<file path="src/rtl/dcache_pkg.sv">
// rtl/dcache_pkg.sv - shared encodings, FSM states and address-split helpers for dcache_stage
package dcache_pkg;

  // ldSt_enable encodings; 2'b11 is treated like LS_NONE by the stage
  localparam logic [1:0] LS_NONE  = 2'b00;
  localparam logic [1:0] LS_LOAD  = 2'b01;
  localparam logic [1:0] LS_STORE = 2'b10;

  // Cache-stage FSM states
  typedef enum logic [1:0] {
    ST_IDLE    = 2'd0,
    ST_FILL    = 2'd1,
    ST_STORE   = 2'd2,
    ST_RESPOND = 2'd3
  } state_t;

  // Word offset inside a line (wpl is a power of two)
  function automatic logic [31:0] addr_offset(input logic [31:0] addr, input int unsigned wpl);
    return addr & (wpl - 1);
  endfunction

  // Line index (lines and wpl are powers of two)
  function automatic logic [31:0] addr_index(input logic [31:0] addr, input int unsigned lines,
                                             input int unsigned wpl);
    return (addr / wpl) & (lines - 1);
  endfunction

  // Tag: everything above the offset and index fields
  function automatic logic [31:0] addr_tag(input logic [31:0] addr, input int unsigned lines,
                                           input int unsigned wpl);
    return addr / (wpl * lines);
  endfunction

endpackage

</file>
<file path="src/rtl/dcache_array.sv">
// rtl/dcache_array.sv - flop-based valid/tag/data storage with combinational lookup
module dcache_array
  import dcache_pkg::*;
#(
  parameter int DATA_W = 16,
  parameter int ADDR_W = 16,
  parameter int LINES  = 8,
  parameter int WPL    = 4
) (
  input  logic              clk,
  input  logic              reset,
  input  logic [ADDR_W-1:0] lookup_addr,
  output logic              hit,
  output logic [DATA_W-1:0] read_word,
  input  logic              word_we,
  input  logic [ADDR_W-1:0] word_addr,
  input  logic [DATA_W-1:0] word_data,
  input  logic              tag_set,
  input  logic [ADDR_W-1:0] tag_addr
);

  localparam int OFF_W = $clog2(WPL);
  localparam int IDX_W = $clog2(LINES);
  localparam int TAG_W = ADDR_W - OFF_W - IDX_W;
  localparam int WORDS = LINES * WPL;

  logic [LINES-1:0]  valid;
  logic [TAG_W-1:0]  tags  [LINES];
  logic [DATA_W-1:0] words [WORDS];

  logic [IDX_W-1:0] lk_idx;
  logic [OFF_W-1:0] lk_off;
  logic [TAG_W-1:0] lk_tag;
  logic [IDX_W-1:0] wr_idx;
  logic [OFF_W-1:0] wr_off;
  logic [IDX_W-1:0] tg_idx;
  logic [TAG_W-1:0] tg_tag;

  // Split the lookup, word-write and tag-set addresses into their fields
  always_comb begin
    lk_idx = IDX_W'(addr_index(32'(lookup_addr), LINES, WPL));
    lk_off = OFF_W'(addr_offset(32'(lookup_addr), WPL));
    lk_tag = TAG_W'(addr_tag(32'(lookup_addr), LINES, WPL));
    wr_idx = IDX_W'(addr_index(32'(word_addr), LINES, WPL));
    wr_off = OFF_W'(addr_offset(32'(word_addr), WPL));
    tg_idx = IDX_W'(addr_index(32'(tag_addr), LINES, WPL));
    tg_tag = TAG_W'(addr_tag(32'(tag_addr), LINES, WPL));
  end

  // Combinational hit detection and word read
  always_comb begin
    hit       = valid[lk_idx] && (tags[lk_idx] == lk_tag);
    read_word = words[{lk_idx, lk_off}];
  end

  // Valid bits: cleared by reset, set only once a line is completely filled
  always_ff @(posedge clk or posedge reset) begin
    if (reset) begin
      valid <= '0;
    end else if (tag_set) begin
      valid[tg_idx] <= 1'b1;
    end
  end

  // Tag storage, written together with the valid bit
  always_ff @(posedge clk) begin
    if (tag_set) begin
      tags[tg_idx] <= tg_tag;
    end
  end

  // Data storage, written by fill beats and store hits
  always_ff @(posedge clk) begin
    if (word_we) begin
      words[{wr_idx, wr_off}] <= word_data;
    end
  end

endmodule

</file>
<file path="src/rtl/dcache_stage.sv">
// rtl/dcache_stage.sv - direct-mapped write-through cache stage; DCACHE_STATS_EN adds hit/miss counters
module dcache_stage
  import dcache_pkg::*;
#(
  parameter int DATA_W = 16,
  parameter int ADDR_W = 16,
  parameter int REG_W  = 3,
  parameter int ROB_W  = 3,
  parameter int LINES  = 8,
  parameter int WPL    = 4,
  parameter int CNT_W  = 16
) (
  input  logic              clk,
  input  logic              reset,
  input  logic              enable_cache,
  input  logic              valid_input,
  input  logic [1:0]        ldSt_enable,
  input  logic [ADDR_W-1:0] tlb_result,
  input  logic [DATA_W-1:0] dataReg,
  input  logic [REG_W-1:0]  destReg_addr_input,
  input  logic              we_input,
  input  logic [1:0]        bp_input,
  input  logic [ROB_W-1:0]  tail_rob_input,
  output logic [DATA_W-1:0] cache_result,
  output logic [REG_W-1:0]  destReg_addr_output,
  output logic              we_output,
  output logic [1:0]        bp_output,
  output logic [ROB_W-1:0]  tail_rob_output,
  output logic              valid_output,
  output logic              stall,
  output logic              mem_req,
  output logic              mem_we,
  output logic [ADDR_W-1:0] mem_addr,
  output logic [DATA_W-1:0] mem_wdata,
  input  logic              mem_ack,
  input  logic [DATA_W-1:0] mem_rdata
`ifdef DCACHE_STATS_EN
  ,
  output logic [CNT_W-1:0]  hit_count,
  output logic [CNT_W-1:0]  miss_count
`endif
);

  localparam int OFF_W = $clog2(WPL);

  state_t state;

  // Request captured at the accepting edge and replayed in RESPOND
  logic [ADDR_W-1:0] pend_addr;
  logic [DATA_W-1:0] pend_data;
  logic [DATA_W-1:0] pend_word;
  logic [REG_W-1:0]  pend_dest;
  logic              pend_we;
  logic [1:0]        pend_bp;
  logic [ROB_W-1:0]  pend_tail;
  logic [OFF_W-1:0]  beat_cnt;

  logic              accept;
  logic              is_load;
  logic              is_store;
  logic              beat_done;
  logic              last_beat;
  logic [ADDR_W-1:0] line_base;
  logic [ADDR_W-1:0] lookup_addr;
  logic              hit;
  logic [DATA_W-1:0] read_word;
  logic              word_we;
  logic [DATA_W-1:0] word_data;
  logic              tag_set;

  // Request decode; the array looks at the live address in IDLE and the pending one otherwise
  always_comb begin
    accept      = valid_input & enable_cache & ~stall;
    is_load     = (ldSt_enable == LS_LOAD);
    is_store    = (ldSt_enable == LS_STORE);
    beat_done   = mem_req & mem_ack;
    last_beat   = (beat_cnt == OFF_W'(WPL - 1));
    line_base   = {tlb_result[ADDR_W-1:OFF_W], {OFF_W{1'b0}}};
    lookup_addr = (state == ST_IDLE) ? tlb_result : pend_addr;
  end

  // Array write controls: fill beats always write, a store writes only if its line is resident
  always_comb begin
    word_we   = 1'b0;
    word_data = mem_rdata;
    tag_set   = 1'b0;
    if (state == ST_FILL) begin
      word_we = beat_done;
      tag_set = beat_done & last_beat;
    end else if (state == ST_STORE) begin
      word_we   = beat_done & hit;
      word_data = mem_wdata;
    end
  end

  dcache_array #(
    .DATA_W (DATA_W),
    .ADDR_W (ADDR_W),
    .LINES  (LINES),
    .WPL    (WPL)
  ) u_array (
    .clk         (clk),
    .reset       (reset),
    .lookup_addr (lookup_addr),
    .hit         (hit),
    .read_word   (read_word),
    .word_we     (word_we),
    .word_addr   (mem_addr),
    .word_data   (word_data),
    .tag_set     (tag_set),
    .tag_addr    (pend_addr)
  );

  // FSM, memory handshake, pending capture and output registers
  always_ff @(posedge clk or posedge reset) begin
    if (reset) begin
      state               <= ST_IDLE;
      stall               <= 1'b0;
      mem_req             <= 1'b0;
      mem_we              <= 1'b0;
      mem_addr            <= '0;
      mem_wdata           <= '0;
      cache_result        <= '0;
      destReg_addr_output <= '0;
      we_output           <= 1'b0;
      bp_output           <= '0;
      tail_rob_output     <= '0;
      valid_output        <= 1'b0;
      pend_addr           <= '0;
      pend_data           <= '0;
      pend_word           <= '0;
      pend_dest           <= '0;
      pend_we             <= 1'b0;
      pend_bp             <= '0;
      pend_tail           <= '0;
      beat_cnt            <= '0;
    end else begin
      case (state)
        ST_IDLE: begin
          if (accept) begin
            if (is_load && hit) begin
              cache_result        <= read_word;
              destReg_addr_output <= destReg_addr_input;
              we_output           <= we_input;
              bp_output           <= bp_input;
              tail_rob_output     <= tail_rob_input;
              valid_output        <= 1'b1;
            end else if (is_load || is_store) begin
              pend_addr    <= tlb_result;
              pend_data    <= dataReg;
              pend_word    <= dataReg;
              pend_dest    <= destReg_addr_input;
              pend_we      <= we_input;
              pend_bp      <= bp_input;
              pend_tail    <= tail_rob_input;
              valid_output <= 1'b0;
              stall        <= 1'b1;
              mem_req      <= 1'b1;
              beat_cnt     <= '0;
              if (is_load) begin
                state    <= ST_FILL;
                mem_we   <= 1'b0;
                mem_addr <= line_base;
              end else begin
                state     <= ST_STORE;
                mem_we    <= 1'b1;
                mem_addr  <= tlb_result;
                mem_wdata <= dataReg;
              end
            end else begin
              cache_result        <= tlb_result;
              destReg_addr_output <= destReg_addr_input;
              we_output           <= we_input;
              bp_output           <= bp_input;
              tail_rob_output     <= tail_rob_input;
              valid_output        <= 1'b1;
            end
          end else if (enable_cache) begin
            valid_output <= 1'b0;
          end
        end

        ST_FILL: begin
          if (beat_done) begin
            if (beat_cnt == pend_addr[OFF_W-1:0]) begin
              pend_word <= mem_rdata;
            end
            if (last_beat) begin
              mem_req <= 1'b0;
              state   <= ST_RESPOND;
            end else begin
              beat_cnt <= beat_cnt + OFF_W'(1);
              mem_addr <= mem_addr + ADDR_W'(1);
            end
          end
        end

        ST_STORE: begin
          if (beat_done) begin
            mem_req <= 1'b0;
            mem_we  <= 1'b0;
            state   <= ST_RESPOND;
          end
        end

        ST_RESPOND: begin
          if (enable_cache) begin
            cache_result        <= pend_word;
            destReg_addr_output <= pend_dest;
            we_output           <= pend_we;
            bp_output           <= pend_bp;
            tail_rob_output     <= pend_tail;
            valid_output        <= 1'b1;
            stall               <= 1'b0;
            state               <= ST_IDLE;
          end
        end

        default: begin
          state <= ST_IDLE;
          stall <= 1'b0;
        end
      endcase
    end
  end

`ifdef DCACHE_STATS_EN
  // Saturating hit/miss counters for accepted loads; stores are not counted
  always_ff @(posedge clk or posedge reset) begin
    if (reset) begin
      hit_count  <= '0;
      miss_count <= '0;
    end else if (accept && is_load) begin
      if (hit) begin
        if (hit_count != {CNT_W{1'b1}}) hit_count <= hit_count + CNT_W'(1);
      end else begin
        if (miss_count != {CNT_W{1'b1}}) miss_count <= miss_count + CNT_W'(1);
      end
    end
  end
`endif

endmodule

</file>
<file path="config.mk">
export PLATFORM = sky130hd
export DESIGN_NAME = dcache_stage
export DESIGN_NICKNAME = d
export VERILOG_FILES = /design/src/rtl/dcache_pkg.sv /design/src/rtl/dcache_array.sv /design/src/rtl/dcache_stage.sv
export SDC_FILE = /design/constraint.sdc
export NUM_CORES = 1
export LEC_CHECK = 0
export CORE_ASPECT_RATIO = 1.2
export CORE_MARGIN = 3
export CORE_UTILIZATION = 50
export CTS_CLUSTER_DIAMETER = 30
export DETAILED_ROUTE_END_ITERATION = 8
export PLACE_DENSITY = 0.75
export RECOVER_POWER = 25
export SLEW_MARGIN = 20
export SYNTH_ARGS = -nofsm -noshare
export SYNTH_HDL_FRONTEND = slang
export SYNTH_SLANG_ARGS = --single-unit
</file>
<file path="constraint.sdc">
create_clock -name clk -period 9.4 [get_ports clk]
set_clock_uncertainty 0.15 [all_clocks]
set_input_delay 0.94 -clock clk [delete_from_list [all_inputs] [get_ports clk]]
set_output_delay 0.94 -clock clk [all_outputs]
set_load 0.02 [all_outputs]
</file>
Word level (Yosys, flattened, before mapping)
Memories as Yosys holds them, arrays and structs flattened. Cells that the tools add are included.

RAM bits: 600. Latch bits: 0. Output and inout bits: 61. Memories: 2. Bits in read-only memories: 0. Register bits: 114. Input bits: 64.

Memory list: u_array.words (depth 32, width 16, read ports 1, clocked after memory_dff 0, wr ports 1, line dcache_array.sv:29) `logic [DATA_W-1:0] words [WORDS];`; u_array.tags (depth 8, width 11, read ports 1, clocked after memory_dff 0, wr ports 1, line dcache_array.sv:28) `logic [TAG_W-1:0] tags [LINES];`.

Shift-type cells: 0. Div/mod/pow operators: 0. Bitwise gates (word level): 9. Multiply operators: 0. Muxes and demuxes: 86. Reductions and logical operators: 19. $lt $le $gt $ge: 3. $add $sub $neg: 2. Eq/ne operators: 19.

Operators with widths (number): $mux 16 (17); $pmux 16 s2 (3); $mux 2 (18); $mux 1 (28); $mux 3 (8); $add 16x1->16 const B (1); $reduce_and 5->1 (3); $ne 2x2->1 const B (7); $reduce_and 7->1 (2); $pmux 3 s2 (2); $reduce_and 6->1 (2); $eq 11x11->1 (1); $eq 2x2->1 const B (4); $lt 3x4->1 const B (2); $or 8x8->8 (1); $pmux 1 s2 (4); $pmux 2 s2 (2); $pmux 2 s4 (1); $reduce_and 4->1 (2); $ne 3x3->1 const B (2); $reduce_bool 2->1 (3); $and 1x1->1 (5); $eq 2x1->1 const B (2); $ne 2x1->1 const B (2); 12 further kinds (16).

Depth between registers and ports, before layout
Gate-level depths: netlist of the first run.

Depth after elaboration: 10. Mapped depth: 18. Mapped depth without buffers: 12.

Hierarchy
From an unflattened synthesis of the first run, not the netlist that was laid out.

Cell total of the unflattened synthesis: 1470. Area, all modules: 28969.0 sq um.

By module, submodules not included: dcache_array (cells each 955, instances 1, area each 23341.1 sq um, sequential area each 18217.5 sq um); dcache_stage (cells each 515, instances 1, area each 5627.9 sq um, sequential area each 2652.5 sq um).

Worst setup path before layout of the first run
No wires, ideal clock.

Path kind: input -> register. Start: input port tlb_result[3]. End: memory u_array.words[14][0], enable pin. Slack: 4.885 ns. Cell stages on the path: 10. Arrival time: 3.977 ns. Setup time: 0.388 ns. Cell sequence: clkbuf_1 > o31ai_4 > a32oi_1 > and3_1 > or4_4 > nor4b_4 > nand3_1 > a21oi_1 > nand2_1 > nor2_1.

Cells in the longest elaborated chain, start to end: 9. Elaborated cells on any way between the ends: 11. Classes of those cells: 1 x eq/ne; 7 x mux; 1 x bitwise; 1 x reduce/logical; 1 x memory.

Ends and longest elaborated chain: from (decl) (line dcache_stage.sv:18) `input logic [ADDR_W-1:0] tlb_result,`; $mux 16 * (line dcache_stage.sv:79) `lookup_addr = (state == ST_IDLE) ? tlb_result : pend_addr;`; $mem_v2 8x11 / $bmux 1 s3 (equally long branches); $eq 11x11->1 / $mux 1 (equally long branches) (line dcache_array.sv:52) `hit = valid[lk_idx] && (tags[lk_idx] == lk_tag);`; $logic_and 1x1->1 * (line dcache_array.sv:52); $and 1x1->1 * (line dcache_stage.sv:91) `word_we = beat_done & hit;`; $mux 1 * (line dcache_stage.sv:90) `end else if (state == ST_STORE) begin`; $mux 1 * (line dcache_stage.sv:87) `if (state == ST_FILL) begin`; $mux 1 * (line dcache_array.sv:74) `if (word_we) begin`; $mux 1 (not written as such) * (line dcache_array.sv:75) `words[{wr_idx, wr_off}] <= word_data;`; to (decl) (line dcache_array.sv:29).

Every way passes the cells marked *; elsewhere a longest branch is shown, timed or not. The select of a mux whose other input is x is not followed.

==> impl_metrics.json, run 1 <==
{
  "synth_cell_types": 58,
  "min_period_over_period": 0.638,
  "wl_per_cell_microns": 26.5,
  "die_h_microns": 272,
  "gp_congestion": 0.884,
  "postLayoutCoreUtil": 0.621,
  "startpoint_type": "input port",
  "wl_microns": 74000,
  "rsz0062_at_grt": "false",
  "cts_max_level": 3,
  "cts_buffers": 117,
  "synthMuxAreaShare": 0.169,
  "relSlewSlack": -1.84,
  "tritoncts": "built",
  "grt_pass1_vias": 18100,
  "first_pass_iters": 6,
  "syn_area_sq_mm": 0.0294,
  "synth-seq-cells": 714,
  "cts.clk_slew.worst_paths_ns": 0.05,
  "via_per_inst": 6.18,
  "rows": 96,
  "cp-endpoint": "we_output$_DFFE_PP0P_",
  "crit_cells": 3,
  "die_x_microns": 227,
  "grt.total_usage": 0.243,
  "synth_nets": 1826,
  "fillerInstances": 3929,
  "cts_resized": 0,
  "cp.required_ns": 9.00,
  "synth_top_area_cell": "edfxtp_1",
  "syn_to_final_growth_pct": 21.7,
  "drtAntennaViolNets": 0,
  "reg2reg_slack_ns": 3.61,
  "cts_buffer_depth": 3,
  "slew_violations": 176,
  "crit_type": "input port to async pin",
  "period_minus_slack_ns": 6.00,
  "leakagePower_nw": 12.8,
  "ys_seq_area_frac": 0.709,
  "synth-edff-count": 600,
  "synthTopCellsByArea": "edfxtp_1 61%, mux4_2 9.9%, dfrtp_1 9.7%",
  "max_cap_viol_count": 3,
  "finalNonFillerCells": 2791,
  "synth_commonest_cells": "600 x edfxtp_1, 244 x nand2_1, 129 x mux4_2",
  "arrival_ns": 5.60,
  "dp_cells": 2569,
  "drc": 0,
  "num_vias": 17300,
  "synthAdderAreaFrac": 0.00510,
  "synth_warnings": 0,
  "drtIter0Drc": 1962,
  "grt_overflow": 0,
  "grt_pass1_wl_microns": 112000,
  "post_cts_buffers": 0,
  "root_buffer": "clkbuf_16",
  "hpwlAfterDp_microns": 43300,
  "pin_count": 125,
  "hold_path.class": "flop to flop",
  "synth-async-reset-ratio": 0.160,
  "ir_drop_v": 0.000168,
  "cp_cell_sequence": "dlygate4sd3_1 -> clkinvlp_2 -> clkbuf_1",
  "cpMaxStageDelayCell": "clkbuf_1",
  "critPathCaptureType": "async pin",
  "nets": 2030,
  "synth-main-ff-cell": "edfxtp_1",
  "cp_top_family": "buffers and inverters",
  "status": "finished with violations",
  "cp_slowest_stage_delay_ns": 3.08,
  "synth_xor_area_frac": 0.00149,
  "synth_compound_area_frac": 0.0294,
  "worstMarginPinSlew_ns": 4.26,
  "synth_top_family_by_area": "multiplexers",
  "antenna_found_initial": 0,
  "cts_sinks": 714,
  "initial_core_util": 0.510,
  "avgSynthCellArea_sq_um": 16.8,
  "r2r_cells": 13,
  "whs_ns": 0.325,
  "r2r_end": "u_array.words[5][14]$_DFFE_PP_",
  "synth_top_area_frac": 0.612,
  "violations": "max-capacitance violations, max-slew violations",
  "worstPathMaxFanout": 77,
  "port_buffers": 124,
  "yosysMostFrequentCell": "edfxtp_1",
  "power_mw": 8.16,
  "setup_violations": 0,
  "n_antenna_cell": 0,
  "grt_start_max_net_pins": 129,
  "hold_buffers": 0,
  "synth-simple-area-share": 0.0701,
  "hold_viol_final": 0,
  "die_area_sq_mm": 0.0618,
  "path_buf_inv": 3,
  "finalSetupTns_ns": 0,
  "startpoint": "reset",
  "insertion_delay_ns": 0.68,
  "syn-instance-count": 1750,
  "core_area_sq_mm": 0.0577,
  "reg2reg_from": "state[0]$_DFFE_PP0P_",
  "power_density_mw_per_mm2": 228,
  "drive_gt1_frac": 0.261,
  "max_clock_freq_mhz": 167
}
-- stage by stage --
| step | worst slack [ns] | instance area (sq um) |
|---|---|---|
| after global placement | 3.04 | 31700 |
| after global routing | 2.29 | 35800 |
| after detailed placement | 3.52 | 31700 |
| after CTS | 3.70 | 35800 |
| after floorplan | 4.88 | 29400 |
| final | 3.40 | 35800 |
-- how the worst min path moves through the flow --
| stage | from | end | cells after the start |
|---|---|---|---|
| 2_1_floorplan | u_array.valid[4]$_DFFE_PP0P_ | u_array.valid[4]$_DFFE_PP0P_ | 1 |
| 3_3_place_gp | u_array.valid[7]$_DFFE_PP0P_ | u_array.valid[7]$_DFFE_PP0P_ | 1 |
| 3_5_place_dp | u_array.valid[5]$_DFFE_PP0P_ | u_array.valid[5]$_DFFE_PP0P_ | 1 |
| 4_1_cts | u_array.valid[6]$_DFFE_PP0P_ | u_array.valid[6]$_DFFE_PP0P_ | 1 |
| 5_1_grt | u_array.valid[3]$_DFFE_PP0P_ | u_array.valid[3]$_DFFE_PP0P_ | 1 |
| 6_report | u_array.valid[5]$_DFFE_PP0P_ | u_array.valid[5]$_DFFE_PP0P_ | 1 |
-- cells by family after synthesis --
group / count (synthesis)
multiplexers: 316
XOR/XNOR: 5
AND/OR/NAND/NOR: 463
flip-flops: 714
adder cells (fa/ha/maj): 12
AO/OA/AOI/OAI: 131
buffers and inverters: 109
-- per-layer routing --
| metal | up-vias | track usage | wire (microns) |
|---|---|---|---|
| met5 | - | 0 | 0 |
| met4 | 0 | 0.111 | 3110 |
| met3 | 183 | 0.0518 | 6140 |
| met2 | 930 | 0.406 | 37700 |
| met1 | 8878 | 0.306 | 27100 |
| li1 | 7263 | - | - |
-- cells in the final DEF (no fill, tap or decap), drive strengths merged, types with 3 or more instances in the layout --
cell type / instances
nor2b: 4
clkinvlp: 12
edfxtp: 600
nand2: 244
and3: 10
o22a: 3
xnor2: 3
a32oi: 16
inv: 31
a21oi: 37
bufinv: 17
nor3: 5
o21ai: 48
mux4: 129
o22ai: 9
dlygate4sd3: 49
or3: 4
mux2: 129
clkbuf: 143
nor4b: 3
nand4: 3
dfrtp: 114
or2: 9
mux2i: 58
clkinv: 43
buf: 45
clkdlybuf4s50: 75
ha: 12
a2bb2oi: 3
nand3b: 5
nand3: 110
nor2: 52
nand2b: 5
-- power breakdown --
group	internal (mW)	switching (mW)	leakage, nW
clock	2.83	1.56	2.00
combinational	0.120	0.207	3.70
sequential	3.44	0.00185	7.09
-- worst reg2reg max path, stage by stage, from the launching register on --
cell and delay (ns):
dfrtp_1 0.43, inv_1 0.13, ha_2 0.87, inv_1 0.36, o31ai_4 0.61, a32oi_1 0.22
and3_1 0.22, nor4_1 0.55, nor4b_4 0.34, nand3_1 0.13, a21oi_1 0.37, nand2_1 0.37
nor2_2 0.54, buf_6 0.23
-- registers in the layout, indices dropped and copies added (netlist names) --
register / flops
tail_rob_output: 3
mem_req: 1
mem_we: 1
mem_addr: 16
state: 2
mem_wdata: 16
u_array.tags: 88
pend_dest: 3
valid_output: 1
pend_word: 16
bp_output: 2
we_output: 1
u_array.words: 512
destReg_addr_output: 3
pend_tail: 3
stall: 1
pend_we: 1
pend_bp: 2
cache_result: 16
beat_cnt: 2
u_array.valid: 8
pend_addr: 16
-- final cells by class --
cell class / count / area, sq um / area share
clock inverter: 88 / 1070 / 0.0299
multi-input combinational: 927 / 8180 / 0.228
timing repair buffer: 179 / 1650 / 0.0461
inverter: 15 / 57.6 / 0.00161
clock buffer: 133 / 3060 / 0.0854
sequential: 714 / 20900 / 0.583
tap: 735 / 920 / 0.0257
Power figures use the tool's default switching activity.
==> inputs of run 2 (changes only) <==
Clock period 9.4 ns to 6.2 ns, I/O delays scaled along.
==> run 2 against run 1 <==
The run still ends with max-capacitance violations, max-slew violations left. Cell count up 1.0%. Die area unchanged. Non-clock buffer count grew 7. Critical endpoint is now u_array.words[17][1]$_DFFE_PP_. Flip-flop and latch count stayed put. Core utilization rose by 0.81 points. Count of clock-buffer cells in the layout rose by 13. Highest routed layer is now met5. Combinational power grew 55%. Global-route usage rose by 1.4 points. Total power rose by 58%. Clock power increased by 64%. Sequential power rose by 51%. Worst hold slack lost 0.0092 ns.
==> impl_metrics.json, run 2 (synthesis gave the netlist of run 1 again) <==
{
  "dp_slack_ns": 0.840,
  "first_pass_iters": 6,
  "pin_count": 125,
  "cts_sinks": 714,
  "cts_buffer_depth": 3,
  "final_cell_mix": "600 x edfxtp_1, 244 x nand2_1, 134 x clkbuf_16",
  "timing.final.ws_setup_ns": 0.677,
  "wl_per_cell_microns": 27.5,
  "gp_congestion": 0.882,
  "wl_microns": 77400,
  "final_common_cell": "edfxtp_1",
  "finalSetupTns_ns": 0,
  "nets": 2051,
  "grt.total_usage": 0.257,
  "antenna_found_initial": 4,
  "drtAntennaViolNets": 0,
  "n_antenna_cell": 0,
  "cts_resized": 0,
  "drtIter0Drc": 2038,
  "arrival_ns": 5.76,
  "r2r_cells": 13,
  "power_density_mw_per_mm2": 356,
  "cts_buffers": 131,
  "startpoint": "state[0]$_DFFE_PP0P_",
  "cp-endpoint": "u_array.words[17][1]$_DFFE_PP_",
  "cts_max_level": 4,
  "period_minus_slack_ns": 5.52,
  "finalNonFillerCells": 2819,
  "hold_viol_final": 0,
  "r2r_end": "u_array.words[17][1]$_DFFE_PP_",
  "hold_buffers": 0,
  "power.share.switching": 0.216,
  "topRoutingLayerUsed": "met5",
  "fillerInstances": 3834,
  "reg2reg_slack_ns": 0.68,
  "max_clock_freq_mhz": 181,
  "cts.clk_slew.worst_paths_ns": 0.05,
  "crit_type": "flop to flop",
  "dr_wl_met3_microns": 7090,
  "ir_drop_v": 0.000277,
  "slew_violations": 157,
  "dp_cells": 2576,
  "insertion_delay_ns": 0.72,
  "regMostFlops": "u_array.words",
  "worstPathMaxFanout": 19,
  "hold_path.class": "flop to flop",
  "violations": "max-capacitance violations, max-slew violations",
  "critPathCaptureType": "flop",
  "via_per_inst": 6.19,
  "root_buffer": "clkbuf_16",
  "reg_top3": "u_array.words x512, u_array.tags x88",
  "largest_register_ffs": 512,
  "power.switching_mw": 2.79,
  "grt_pass1_vias": 18200,
  "seqPwrFrac": 0.404,
  "num_vias": 17500,
  "cpMaxStageDelayCell": "o31ai_4",
  "die_x_microns": 227,
  "die_h_microns": 272,
  "cp_cell_sequence": "inv_1 -> ha_2 -> inv_1 -> o31ai_4 -> a32oi_1 -> and3_1 -> nor4_1 -> nor4b_4 -> nand3_1 -> a21oi_1 -> nand2_1 -> nor2_1 -> buf_4",
  "core_area_sq_mm": 0.0577,
  "pwr-share-comb": 0.039,
  "status": "finished with violations",
  "cp.required_ns": 6.44,
  "relSlewSlack": -0.590,
  "tritoncts": "built",
  "crit_top_cell": "inv_1",
  "startpoint_type": "flop",
  "leakagePower_nw": 13.1,
  "hpwlAfterDp_microns": 45800,
  "grt_start_max_net_pins": 129,
  "rows": 96,
  "post_cts_buffers": 0,
  "cp_slowest_stage_delay_ns": 0.56,
  "setup_violations": 0,
  "port_buffers": 124,
  "grt_overflow": 0,
  "drc": 0,
  "initial_core_util": 0.510,
  "rsz0062_at_grt": "false",
  "p_int_mw": 10.1,
  "syn_to_final_growth_pct": 23.2,
  "min_period_over_period": 0.891,
  "worstMarginPinSlew_ns": 2.37,
  "grt_pass1_wl_microns": 116000,
  "wl_met1_microns": 27600,
  "die_area_sq_mm": 0.0618,
  "reg2reg_from": "state[0]$_DFFE_PP0P_",
  "drive_gt1_frac": 0.269,
  "clkPwrFrac": 0.557,
  "max_cap_viol_count": 4,
  "wl_met2_microns": 39500,
  "whs_ns": 0.316
}
==> run 2: changes by cell type in the layout (fill, tap and decap cells not counted), moves of 2 or more <==
cell             previous run  this run
dlygate4sd3_1              49        62
buf_4                      41        48
clkbuf_16                 118       134
buf_6                       2         0
inv_6                      10        29
clkbuf_8                    5         3
clkbuf_1                   20        16
inv_16                      2         0
buf_12                      2         5
clkinv_4                   14         3
clkdlybuf4s50_1            75        62
clkinv_1                    6        13
inv_8                       5         1
==> run 2: worst min path at each step <==
stage	from	to	slack, ns	depth (start not counted)
2_1_floorplan	u_array.valid[4]$_DFFE_PP0P_	u_array.valid[4]$_DFFE_PP0P_	0.29	1
3_3_place_gp	u_array.valid[5]$_DFFE_PP0P_	u_array.valid[5]$_DFFE_PP0P_	0.30	1
3_5_place_dp	u_array.valid[7]$_DFFE_PP0P_	u_array.valid[7]$_DFFE_PP0P_	0.30	1
4_1_cts	reset	cache_result[0]$_DFFE_PP0P_	0.21	2
5_1_grt	u_array.valid[1]$_DFFE_PP0P_	u_array.valid[1]$_DFFE_PP0P_	0.33	1
6_report	u_array.valid[4]$_DFFE_PP0P_	u_array.valid[4]$_DFFE_PP0P_	0.32	1
==> run 2: layer usage <==
| layer | vias to the layer above | GRT usage |
|---|---|---|
| met1 | 8916 | 0.321 |
| met2 | 1009 | 0.422 |
| met5 | - | 0 |
| met3 | 215 | 0.0692 |
| li1 | 7313 | - |
| met4 | 6 | 0.113 |
==> run 2: final cells by class <==
class / instances / area [sq um] / area share
clock buffer: 146 / 3430 / 0.0945
multi-input combinational: 927 / 8180 / 0.225
timing repair buffer: 186 / 1750 / 0.0482
tap: 735 / 920 / 0.0254
inverter: 15 / 57.6 / 0.00159
sequential: 714 / 20900 / 0.575
clock inverter: 96 / 1070 / 0.0294
==> run 2: critical path: cells and delay by family (launching register included) <==
kind	cells	cell delay, ns
buffers and inverters	3	0.72
adder cells (fa/ha/maj)	1	0.52
AO/OA/AOI/OAI	3	1.31
AND/OR/NAND/NOR	6	2.05
flip-flops	1	0.42
==> run 2: power groups by stage <==
stage | clock, mW | sequential (mW) | combinational, mW
after floorplan | 0 | 5.31 | 0.280
after global placement | 0 | 5.30 | 0.488
after detailed placement | 0 | 5.30 | 0.499
after CTS | 7.27 | 5.21 | 0.508
after global routing | 7.52 | 5.21 | 0.537
final | 7.20 | 5.21 | 0.507
==> run 2: per-stage QoR <==
stage	total power [mW]	area, sq um	utilization
6_report	12.9	36300	0.629
2_1_floorplan	5.59	29400	-
3_5_place_dp	5.80	31800	0.552
4_1_cts	13.0	36300	0.630
3_3_place_gp	5.79	31800	0.551
5_1_grt	13.3	36300	0.629
